==> config.mk <==
export PLATFORM = sky130hd
export DESIGN_NAME = vga_fb_arbiter
export DESIGN_NICKNAME = d
export VERILOG_FILES = /design/src/rtl/vga_pkg.sv /design/src/rtl/vga_pix_fifo.sv /design/src/rtl/vga_fb_arbiter.sv
export SDC_FILE = /design/constraint.sdc
export NUM_CORES = 1
export LEC_CHECK = 0
export BUFFER_PORTS_ARGS = -buffer_cell sky130_fd_sc_hd__buf_4
export CAP_MARGIN = 20
export CORE_MARGIN = 4
export CORE_UTILIZATION = 52
export DETAILED_ROUTE_END_ITERATION = 8
export MAX_ROUTING_LAYER = met4
export PLACE_DENSITY = 0.82
export SETUP_SLACK_MARGIN = 0.4
export SYNTH_ARGS = -nofsm -noshare
export SYNTH_HDL_FRONTEND = slang
export SYNTH_HIERARCHICAL = 1
export SYNTH_SLANG_ARGS = --single-unit
export TNS_END_PERCENT = 50
==> constraint.sdc <==
create_clock -name clk -period 2.6 [get_ports clk]
set_input_delay 0.39 -clock clk [delete_from_list [all_inputs] [get_ports clk]]
set_output_delay 0.39 -clock clk [all_outputs]
set_load 0.01 [all_outputs]
==> src/rtl/vga_pkg.sv <==
// Shared types and default geometry for the framebuffer scanout/writer arbiter.
// Defaults describe a 640x480 4:4:4 RGB framebuffer.
package vga_pkg;

    localparam int H_ACTIVE_DEF = 640;
    localparam int V_ACTIVE_DEF = 480;
    localparam int PIX_W_DEF    = 12;

    function automatic int fb_words(input int h_active, input int v_active);
        return h_active * v_active;
    endfunction

    localparam int FB_WORDS_DEF = H_ACTIVE_DEF * V_ACTIVE_DEF;
    localparam int ADDR_W_DEF   = $clog2(FB_WORDS_DEF);

    typedef enum logic [1:0] {
        ACC_NONE,
        ACC_FETCH,
        ACC_WRITE
    } acc_kind_e;

    typedef enum logic {
        IDLE,
        FETCH
    } fb_state_e;

endpackage

==> src/rtl/vga_pix_fifo.sv <==
// Show-ahead pixel FIFO: the head entry is always visible on head_data.
// Supports push and pop in the same cycle; flush empties it in one cycle.
module vga_pix_fifo #(
    parameter int DEPTH = 8,
    parameter int WIDTH = 12,
    localparam int PTR_W = $clog2(DEPTH),
    localparam int CNT_W = PTR_W + 1
) (
    input  logic             clk,
    input  logic             reset,
    input  logic             flush,
    input  logic             push,
    input  logic [WIDTH-1:0] push_data,
    input  logic             pop,
    output logic [WIDTH-1:0] head_data,
    output logic [CNT_W-1:0] count,
    output logic             empty
);

    logic [PTR_W-1:0] wr_ptr_q, wr_ptr_d;
    logic [PTR_W-1:0] rd_ptr_q, rd_ptr_d;
    logic [CNT_W-1:0] count_q, count_d;
    logic [WIDTH-1:0] mem_q [DEPTH];
    logic [DEPTH-1:0] entry_we;
    logic             full;
    logic             do_push;
    logic             do_pop;

    assign full    = (count_q == CNT_W'(DEPTH));
    assign empty   = (count_q == '0);
    assign do_pop  = pop && !flush && !empty;
    // A full FIFO still accepts a push when the head leaves in the same cycle.
    assign do_push = push && !flush && (!full || do_pop);

    generate
        for (genvar gi = 0; gi < DEPTH; gi++) begin : g_entry_we
            assign entry_we[gi] = do_push && (wr_ptr_q == PTR_W'(gi));
        end
    endgenerate

    always_comb begin
        wr_ptr_d = wr_ptr_q;
        rd_ptr_d = rd_ptr_q;
        count_d  = count_q;
        if (flush) begin
            wr_ptr_d = '0;
            rd_ptr_d = '0;
            count_d  = '0;
        end else begin
            if (do_push) begin
                wr_ptr_d = wr_ptr_q + PTR_W'(1);
            end
            if (do_pop) begin
                rd_ptr_d = rd_ptr_q + PTR_W'(1);
            end
            if (do_push && !do_pop) begin
                count_d = count_q + CNT_W'(1);
            end else if (do_pop && !do_push) begin
                count_d = count_q - CNT_W'(1);
            end
        end
    end

    always_ff @(posedge clk) begin
        if (reset) begin
            wr_ptr_q <= '0;
            rd_ptr_q <= '0;
            count_q  <= '0;
        end else begin
            wr_ptr_q <= wr_ptr_d;
            rd_ptr_q <= rd_ptr_d;
            count_q  <= count_d;
        end
    end

    // Storage is cleared on reset so the idle head reads as zero.
    always_ff @(posedge clk) begin
        for (int i = 0; i < DEPTH; i++) begin
            if (reset) begin
                mem_q[i] <= '0;
            end else if (entry_we[i]) begin
                mem_q[i] <= push_data;
            end
        end
    end

    assign head_data = mem_q[rd_ptr_q];
    assign count     = count_q;

endmodule

==> src/rtl/vga_fb_arbiter.sv <==
// Shares a single-port framebuffer RAM between raster-order scanout prefetch
// and a pixel writer; scanout wins only when its FIFO reservation runs low.
module vga_fb_arbiter
    import vga_pkg::*;
#(
    parameter int H_ACTIVE   = H_ACTIVE_DEF,
    parameter int V_ACTIVE   = V_ACTIVE_DEF,
    parameter int ADDR_W     = ADDR_W_DEF,
    parameter int PIX_W      = PIX_W_DEF,
    parameter int FIFO_DEPTH = 8,
    parameter int LOW_WM     = 4
) (
    input  logic              clk,
    input  logic              reset,
    input  logic              frame_start,
    input  logic              pix_rd,
    output logic [PIX_W-1:0]  pix_data,
    output logic              pix_valid,
    output logic              underrun,
    input  logic              wr_valid,
    output logic              wr_ready,
    input  logic [ADDR_W-1:0] wr_addr,
    input  logic [PIX_W-1:0]  wr_data,
    output logic              mem_en,
    output logic              mem_we,
    output logic [ADDR_W-1:0] mem_addr,
    output logic [PIX_W-1:0]  mem_wdata,
    input  logic [PIX_W-1:0]  mem_rdata
);

    localparam int FB_WORDS = fb_words(H_ACTIVE, V_ACTIVE);
    localparam int CNT_W    = $clog2(FIFO_DEPTH) + 1;
    localparam int RES_W    = CNT_W + 1;

    localparam logic [ADDR_W-1:0] LAST_ADDR = ADDR_W'(FB_WORDS - 1);
    localparam logic [ADDR_W:0]   FB_END    = (ADDR_W + 1)'(FB_WORDS);
    localparam logic [RES_W-1:0]  LOW_WM_R  = RES_W'(LOW_WM);
    localparam logic [RES_W-1:0]  DEPTH_R   = RES_W'(FIFO_DEPTH);

    fb_state_e         state_q, state_d;
    logic [ADDR_W-1:0] fetch_addr_q, fetch_addr_d;
    logic              inflight_q, inflight_d;
    logic              underrun_q, underrun_d;

    logic [CNT_W-1:0]  fifo_count;
    logic              fifo_empty;
    logic              fifo_flush;
    logic              fifo_push;
    logic              fifo_pop;
    logic [RES_W-1:0]  reserved;
    logic              fetching;
    logic              urgent;
    logic              wr_in_range;
    acc_kind_e         acc;

    vga_pix_fifo #(
        .DEPTH (FIFO_DEPTH),
        .WIDTH (PIX_W)
    ) u_fifo (
        .clk       (clk),
        .reset     (reset),
        .flush     (fifo_flush),
        .push      (fifo_push),
        .push_data (mem_rdata),
        .pop       (fifo_pop),
        .head_data (pix_data),
        .count     (fifo_count),
        .empty     (fifo_empty)
    );

    // Counting the outstanding read guarantees its return always has a slot.
    assign reserved    = {1'b0, fifo_count} + RES_W'(inflight_q);
    assign fetching    = !reset && !frame_start && (state_q == FETCH);
    assign urgent      = fetching && (reserved < LOW_WM_R);
    assign wr_ready    = !reset && !urgent;
    assign wr_in_range = ({1'b0, wr_addr} < FB_END);
    assign pix_valid   = !fifo_empty;
    assign underrun    = underrun_q;

    always_comb begin
        acc = ACC_NONE;
        if (urgent) begin
            acc = ACC_FETCH;
        end else if (wr_valid && wr_ready) begin
            acc = ACC_WRITE;
        end else if (fetching && (reserved < DEPTH_R)) begin
            acc = ACC_FETCH;
        end
    end

    // Out-of-range writes still handshake but never reach the RAM.
    always_comb begin
        mem_en    = 1'b0;
        mem_we    = 1'b0;
        mem_addr  = '0;
        mem_wdata = '0;
        unique case (acc)
            ACC_FETCH: begin
                mem_en   = 1'b1;
                mem_addr = fetch_addr_q;
            end
            ACC_WRITE: begin
                if (wr_in_range) begin
                    mem_en    = 1'b1;
                    mem_we    = 1'b1;
                    mem_addr  = wr_addr;
                    mem_wdata = wr_data;
                end
            end
            default: ;
        endcase
    end

    always_comb begin
        state_d      = state_q;
        fetch_addr_d = fetch_addr_q;
        inflight_d   = 1'b0;
        underrun_d   = underrun_q;
        fifo_flush   = frame_start;
        fifo_push    = inflight_q && !frame_start;
        fifo_pop     = pix_rd && pix_valid && !frame_start;
        if (frame_start) begin
            state_d      = FETCH;
            fetch_addr_d = '0;
            underrun_d   = 1'b0;
        end else begin
            if (acc == ACC_FETCH) begin
                inflight_d = 1'b1;
                if (fetch_addr_q == LAST_ADDR) begin
                    state_d      = IDLE;
                    fetch_addr_d = '0;
                end else begin
                    fetch_addr_d = fetch_addr_q + ADDR_W'(1);
                end
            end
            if (pix_rd && !pix_valid) begin
                underrun_d = 1'b1;
            end
        end
    end

    always_ff @(posedge clk) begin
        if (reset) begin
            state_q      <= IDLE;
            fetch_addr_q <= '0;
            inflight_q   <= 1'b0;
            underrun_q   <= 1'b0;
        end else begin
            state_q      <= state_d;
            fetch_addr_q <= fetch_addr_d;
            inflight_q   <= inflight_d;
            underrun_q   <= underrun_d;
        end
    end

endmodule

# Word level (Yosys, flattened, before mapping)
# Memory sizes are Yosys's and may differ from the RTL's. A register that Yosys moved wholly into a read port is not among the register bits.
# Index checks and enable logic that the tools add are counted.
[word_totals] input_bits=48 output_inout_bits=48 regBits=32 n_memories=1 ramBits=96 wordCells=128
[op_classes] mux=53 n_lt_le_gt_ge=3 add_sub_neg=6 eq_ne=11 bitwise_logic=8 n_reduce_logical=39
[memory_table] name="u_fifo.mem_q" depth=8 width=12 read_ports=1 rd_ports_with_merged_regs=1 write_ports=8 line_no="vga_pix_fifo.sv:23" text="logic [WIDTH-1:0] mem_q [DEPTH];"
[op_table] operator="two-way mux 12 bit" n=10
[op_table] operator="two-way mux 19 bit" n=2
[op_table] operator="one-hot mux 19 bit (2 select lines)" n=1
[op_table] operator="two-way mux 1 bit" n=33
[op_table] operator="logical AND 1 bit" n=24
[op_table] operator="adder 19 x 1 -> 19 bit, second input constant" n=1
[op_table] operator="equality test 19 bit, second input constant" n=1
[op_table] operator="< comparator 19 bit, second input constant" n=1
[op_table] operator="equality test 3 bit, second input constant" n=4
[op_table] operator="two-way mux 4 bit" n=2
[op_table] operator="OR 1 bit" n=8
[op_table] operator="zero test 1 bit" n=7
[op_table] operator="adder 3 x 1 -> 3 bit, second input constant" n=2
[op_table] operator="equality test 3 x 2 -> 1 bit, second input constant" n=2
[op_table] operator="two-way mux 3 bit" n=2
[op_table] operator="nonzero test 2 bit" n=3
[op_table] operator="adder 4 x 1 -> 5 bit" n=1
[op_table] operator="< comparator 5 x 3 -> 1 bit, second input constant" n=1
[op_table] operator="< comparator 5 x 4 -> 1 bit, second input constant" n=1
[op_table] operator="adder 4 x 1 -> 4 bit, second input constant" n=1
[op_table] operator="equality test 4 bit, second input constant" n=1
[op_table] operator="zero test 4 bit" n=1
[op_table] operator="two-way mux 2 bit" n=2
[op_table] operator="subtractor 4 x 1 -> 4 bit, second input constant" n=1
[op_table] operator="8 further kinds" n=8

# Logic depth before layout (Yosys ltp)
[logic_depth] ltp_word=13 ltp_mapped=14 mapped_depth_nobuf=13

# Cells and area by module
# Netlist, hierarchy kept.
[by_module_without_submodules] module="vga_pix_fifo" instances=1 cells_per_inst=350 seq_area_each_um2=3143.0 area_per_inst_um2=5132.4
[by_module_without_submodules] module="vga_fb_arbiter" instances=1 cells_per_inst=186 seq_area_each_um2=440.4 area_per_inst_um2=1461.4

# Least setup slack after synthesis
# OpenSTA, ideal clock, no wires.
[synth_timing] path_kind="register to register" start="reg u_fifo.count_q[1], in the netlist u_fifo/count[1]" end="reg u_fifo.count_q[3], in the netlist u_fifo/count[3]" path_buffers=1 t_required_ns=2.484 path_stages_with_launch=15 arrival_ns=2.758 setup_time_ns=0.116 path_slack_ns=-0.274 period_less_slack_ns=2.874 cell_sequence="dfxtp_1 -> nor4_1 -> inv_1 -> and3_1 -> inv_1 -> a21oi_2 -> buf_6 -> and2_1 -> ha_1 -> inv_1 -> ha_1 -> a21oi_1 -> a211o_1 -> a211oi_1 -> a31o_2"
[synth_between] elab_chain_cells=11 elab_cells_between_ends=19 cone_classes="add/sub (2); eq/ne (1); mux (2); reduce/logical (14)"
[synth_lines] item="from (decl)" line_no="vga_pix_fifo.sv:22" text="logic [CNT_W-1:0] count_q, count_d;"
[synth_lines] item="from (signal assigned)" line_no="vga_pix_fifo.sv:72" text="count_q <= count_d;"
[synth_lines] item="zero test 4 bit (*)" line_no="vga_pix_fifo.sv:30" text="assign empty = (count_q == '0);"
[synth_lines] item="net fifo_empty" line_no="vga_fb_arbiter.sv:46" text="logic fifo_empty;"
[synth_lines] item="zero test 1 bit (*)" line_no="vga_fb_arbiter.sv:77" text="assign pix_valid = !fifo_empty;"
[synth_lines] item="net pix_valid" line_no="vga_fb_arbiter.sv:18" text="output logic pix_valid,"
[synth_lines] item="logical AND 1 bit (*) (2 in series)" line_no="vga_fb_arbiter.sv:121" text="fifo_pop = pix_rd && pix_valid && !frame_start;"
[synth_lines] item="net fifo_pop" line_no="vga_fb_arbiter.sv:49" text="logic fifo_pop;"
[synth_lines] item="logical AND 1 bit (*) (2 in series)" line_no="vga_pix_fifo.sv:31" text="assign do_pop = pop && !flush && !empty;"
[synth_lines] item="logical OR 1 bit (*)" line_no="vga_pix_fifo.sv:33" text="assign do_push = push && !flush && (!full || do_pop);"
[synth_lines] item="logical AND 1 bit (*)" line_no="vga_pix_fifo.sv:33"
[synth_lines] item="net u_fifo.do_push" line_no="vga_pix_fifo.sv:26" text="logic do_push;"
[synth_lines] item="zero test 1 bit" line_no="vga_pix_fifo.sv:58" text="end else if (do_pop && !do_push) begin"
[synth_lines] item="logical AND 1 bit" line_no="vga_pix_fifo.sv:58"
[synth_lines] item="nonzero test 2 bit (no source line)"
# The timed path passes the listed nets; every way through them passes the cells marked *. The select of a mux whose other input is x is not followed.
# A chain may end at the register's enable or synchronous reset.

# Final worst setup path
[layout_timing] start="reg u_fifo.count_q[1], in the netlist u_fifo/count[1]" end="out mem_wdata[6]"
[layout_between] elab_chain_cells=10 elab_cells_between_ends=13 cone_classes="add/sub (1); order compare (2); eq/ne (1); mux (4); reduce/logical (5)"
[layout_lines] item="adder 4 x 1 -> 5 bit (*)" line_no="vga_fb_arbiter.sv:72" text="assign reserved = {1'b0, fifo_count} + RES_W'(inflight_q);"
[layout_lines] item="< comparator 5 x 3 -> 1 bit" line_no="vga_fb_arbiter.sv:74" text="assign urgent = fetching && (reserved < LOW_WM_R);"
[layout_lines] item="logical AND 1 bit" line_no="vga_fb_arbiter.sv:74"
[layout_lines] item="zero test 1 bit" line_no="vga_fb_arbiter.sv:75" text="assign wr_ready = !reset && !urgent;"
[layout_lines] item="logical AND 1 bit" line_no="vga_fb_arbiter.sv:75"
[layout_lines] item="logical AND 1 bit" line_no="vga_fb_arbiter.sv:84" text="end else if (wr_valid && wr_ready) begin"
[layout_lines] item="two-way mux 2 bit" line_no="vga_fb_arbiter.sv:84"
[layout_lines] item="two-way mux 2 bit (*)" line_no="vga_fb_arbiter.sv:82" text="if (urgent) begin"
[layout_lines] item="equality test 2 bit (*)" line_no="vga_fb_arbiter.sv:97" text="unique case (acc)"
[layout_lines] item="two-way mux 12 bit (*)" line_no="vga_fb_arbiter.sv:97"
[layout_lines] item="to (decl)" line_no="vga_fb_arbiter.sv:27" text="output logic [PIX_W-1:0] mem_wdata,"
# Mark *: on every way between the ends. The rest lies on a longest branch, timed or not.

==> results.json <==
{
  "fmax_mhz": 349,
  "fp.dieArea_sq_um": 14500,
  "drv_slew": 0,
  "viasPerCell": 5.84,
  "die_w_microns": 121,
  "routed_wl_mm": 18.6,
  "overflow": 0,
  "status": "complete, but fails checks",
  "reg2regPathDepth": 14,
  "root_buffer": "clkbuf_16",
  "crit_top_cell": "and2_4",
  "period_share": 1.10,
  "async_flop_share": 0,
  "cp_max_fo": 7,
  "fill_cells": 750,
  "power.leakage_nw": 3.37,
  "clock_path_buffers": 2,
  "synth.top_cell.area_share": 0.437,
  "first_iter_violations": 664,
  "ys_ff_latch": 131,
  "finalNonFillerCells": 843,
  "hp-class": "input pin to flip-flop",
  "place.gp.congestion": 0.881,
  "synth_cells": 536,
  "fin_util": 0.728,
  "avgRoutedWirePerCell_microns": 22.1,
  "synth_edf_count": 96,
  "avgSynthCellArea_sq_um": 12.3,
  "cts_sinks": 131,
  "grt_max_degree": 26,
  "setup_tns_ns": -6.99,
  "h-tree-depth": 4,
  "grt_pass1_vias": 5199,
  "final_layout_size_suffix_gt1_frac": 0.428,
  "cts_buffers": 17,
  "finClkSkew_ns": 0.0108,
  "cap_violations": 0,
  "vias": 4922,
  "syn2layout_area_growth_pct": 34.8,
  "syn-num-nets": 598,
  "slew_headroom": 0.352,
  "required_ns": 2.21,
  "worst_pin_slew_ns": 0.970,
  "critical_path_class": "flip-flop to primary output",
  "peakVddDrop_mv": 0.391,
  "p_total_mw": 5.07,
  "antennaDiodeCount": 0,
  "grt_pass1_wl_mm": 28.1,
  "hold_violations": 0,
  "core_sq_um": 12200,
  "ys_seq_area_frac": 0.543,
  "setup_ws_ns": -0.265,
  "post-dp-hpwl_mm": 10.5,
  "yosysTopAreaCell": "edfxtp_1",
  "max_stage_delay_ns": 0.34,
  "drcViolationCount": 0,
  "ys_warn_count": 6,
  "clkTransAtPathRegs_ns": 0.06,
  "hold_path_depth": 3,
  "grt_usage": 0.264,
  "synthDistinctLibCells": 55,
  "antenna_left": 0,
  "netlist_top_cells_area": "edfxtp_1 (44%), dfxtp_1 (11%), mux4_1 (8.0%), and2_1 (6.0%), nor2_1 (4.9%)",
  "synth_ff_type": "edfxtp_1",
  "holdWs_ns": 0.261,
  "violations": "setup timing",
  "dr.pass1.iters": 5,
  "clock_latency_ns": 0.42,
  "dieHeight_microns": 121,
  "num_rows": 40,
  "netlist_area_sq_um": 6590,
  "tritoncts": "yes",
  "ios": 96,
  "dp_cells": 796,
  "crit_arrival_ns": 2.47,
  "io_buffers": 95,
  "nets": 724,
  "holdBufCountCts": 0,
  "final_cell_mix": "edfxtp_1 (96), nor2_1 (83), buf_4 (83), and2_1 (49), buf_6 (45)",
  "layout_commonest_cell": "edfxtp_1",
  "rsz0062_at_grt": "true",
  "antenna_found_initial": 0,
  "endpoint_kind": "primary output",
  "powerDensity_nw_per_um2": 571,
  "critPathSlowestCell": "dfxtp_4",
  "initial_core_util": 0.540,
  "period_minus_slack_ns": 2.86,
  "cp-start-kind": "flip-flop",
  "path_cells": "and3_4 -> nor4_2 -> nor2_1 -> and2_4 -> ha_4 -> inv_4 -> a2111oi_4 -> buf_4 -> or2_4 -> and2_4 -> buf_6",
  "setup_viol": 33
}
==> flip-flops by register name (all words and copies together), names as in the netlist, named ones only <==
| signal | cells |
|---|---|
| underrun | 1 |
| inflight_q | 1 |
| state_q | 1 |
| u_fifo/wr_ptr_q | 3 |
| u_fifo/mem_q | 96 |
| fetch_addr_q | 19 |
| u_fifo/count | 4 |
| u_fifo/rd_ptr_q | 3 |
==> area by class of cell <==
cell class,count,area (sq um),share of cell area
clock buffer,19,433,0.0487
clock inverter,13,159,0.0179
inverter,14,57.6,0.00648
multi-input combinational,362,3110,0.350
sequential,131,3600,0.405
tap,168,210,0.0236
timing repair buffer,136,1320,0.148
==> routing by layer <==
layer | wire, microns | track usage | vias to the layer above | part of all wire
met5 | 0 | - | - | 0
met4 | 523 | 0.103 | 0 | 0.028
met3 | 1320 | 0.0599 | 48 | 0.071
met2 | 10000 | 0.458 | 249 | 0.54
met1 | 6780 | 0.297 | 2424 | 0.36
li1 | - | - | 2201 | -
==> cell usage after synthesis, drive strengths merged (2+ instances only) <==
cell    count
ha         13
clkbuf     16
nand3      10
dfxtp      35
or3         2
a22o       13
nor2       86
mux2i       3
or4         2
nor2b       3
and2       63
nor4        6
a41o        2
buf        14
nand2b     18
nor3        4
edfxtp     96
a31o        4
mux4       24
nand4       9
a211oi      2
xnor2      12
mux2       12
o21ai       9
nand2      15
and3        8
inv        14
a21oi      11
a22oi       2
or2         5
nand3b      3
xor2        7
==> power by group <==
part	internal (mW)	switching, mW	leakage [nW]	total, mW
Combinational	0.174	0.173	1.80	0.347
Sequential	2.28	0.0201	1.28	2.30
Clock	1.51	0.912	0.285	2.42
==> kinds of logic (layout without fill, tap and decap cells) <==
kind of cell             after synthesis  in the layout  synth area share
adder cells (fa/ha/maj)               15             15            0.0292
AND/OR/NAND/NOR                      239            240             0.196
AO/OA/AOI/OAI                         49             49            0.0552
XOR/XNOR                              19             19            0.0252
buffers and inverters                 44            182            0.0328
flip-flops                           131            131             0.543
multiplexers                          39             39             0.118
==> path summary, 6_finish.rpt <==
path | startpoint | end | slack (ns)
hold reg to reg | state_q$_SDFFE_PP0P_ | state_q$_SDFFE_PP0P_ | 0.53
setup / recovery | u_fifo/count[1]$_SDFFE_PP0P_ | mem_wdata[6] | -0.26
hold / removal | pix_rd | underrun$_SDFFE_PP0P_ | 0.26
setup reg to reg | u_fifo/count[3]$_SDFFE_PP0P_ | u_fifo/count[3]$_SDFFE_PP0P_ | 0.12
==> worst max-delay path: cells and delay by family (launching register included) <==
| family | cells | cell delay [ns] |
|---|---|---|
| AO/OA/AOI/OAI | 1 | 0.04 |
| adder cells (fa/ha/maj) | 1 | 0.16 |
| buffers and inverters | 3 | 0.35 |
| flip-flops | 1 | 0.34 |
| AND/OR/NAND/NOR | 6 | 1.17 |
==> what timing repair did <==
item,CTS,global route
buffers inserted,8,2
gates cloned,4,1
gates resized for setup,105,28
hold endpoints to repair,0,0
pin swaps,28,7
endpoints found under the setup margin,112,102
==> stage by stage <==
step	setup WS [ns]	cell area, sq um
after CTS	-0.248	8740
after detailed placement	-0.0267	7710
after floorplan	0.114	6760
final	-0.265	8890
after global routing	-0.351	8890
after global placement	-0.00827	7710
Power figures use the tool's default switching activity.
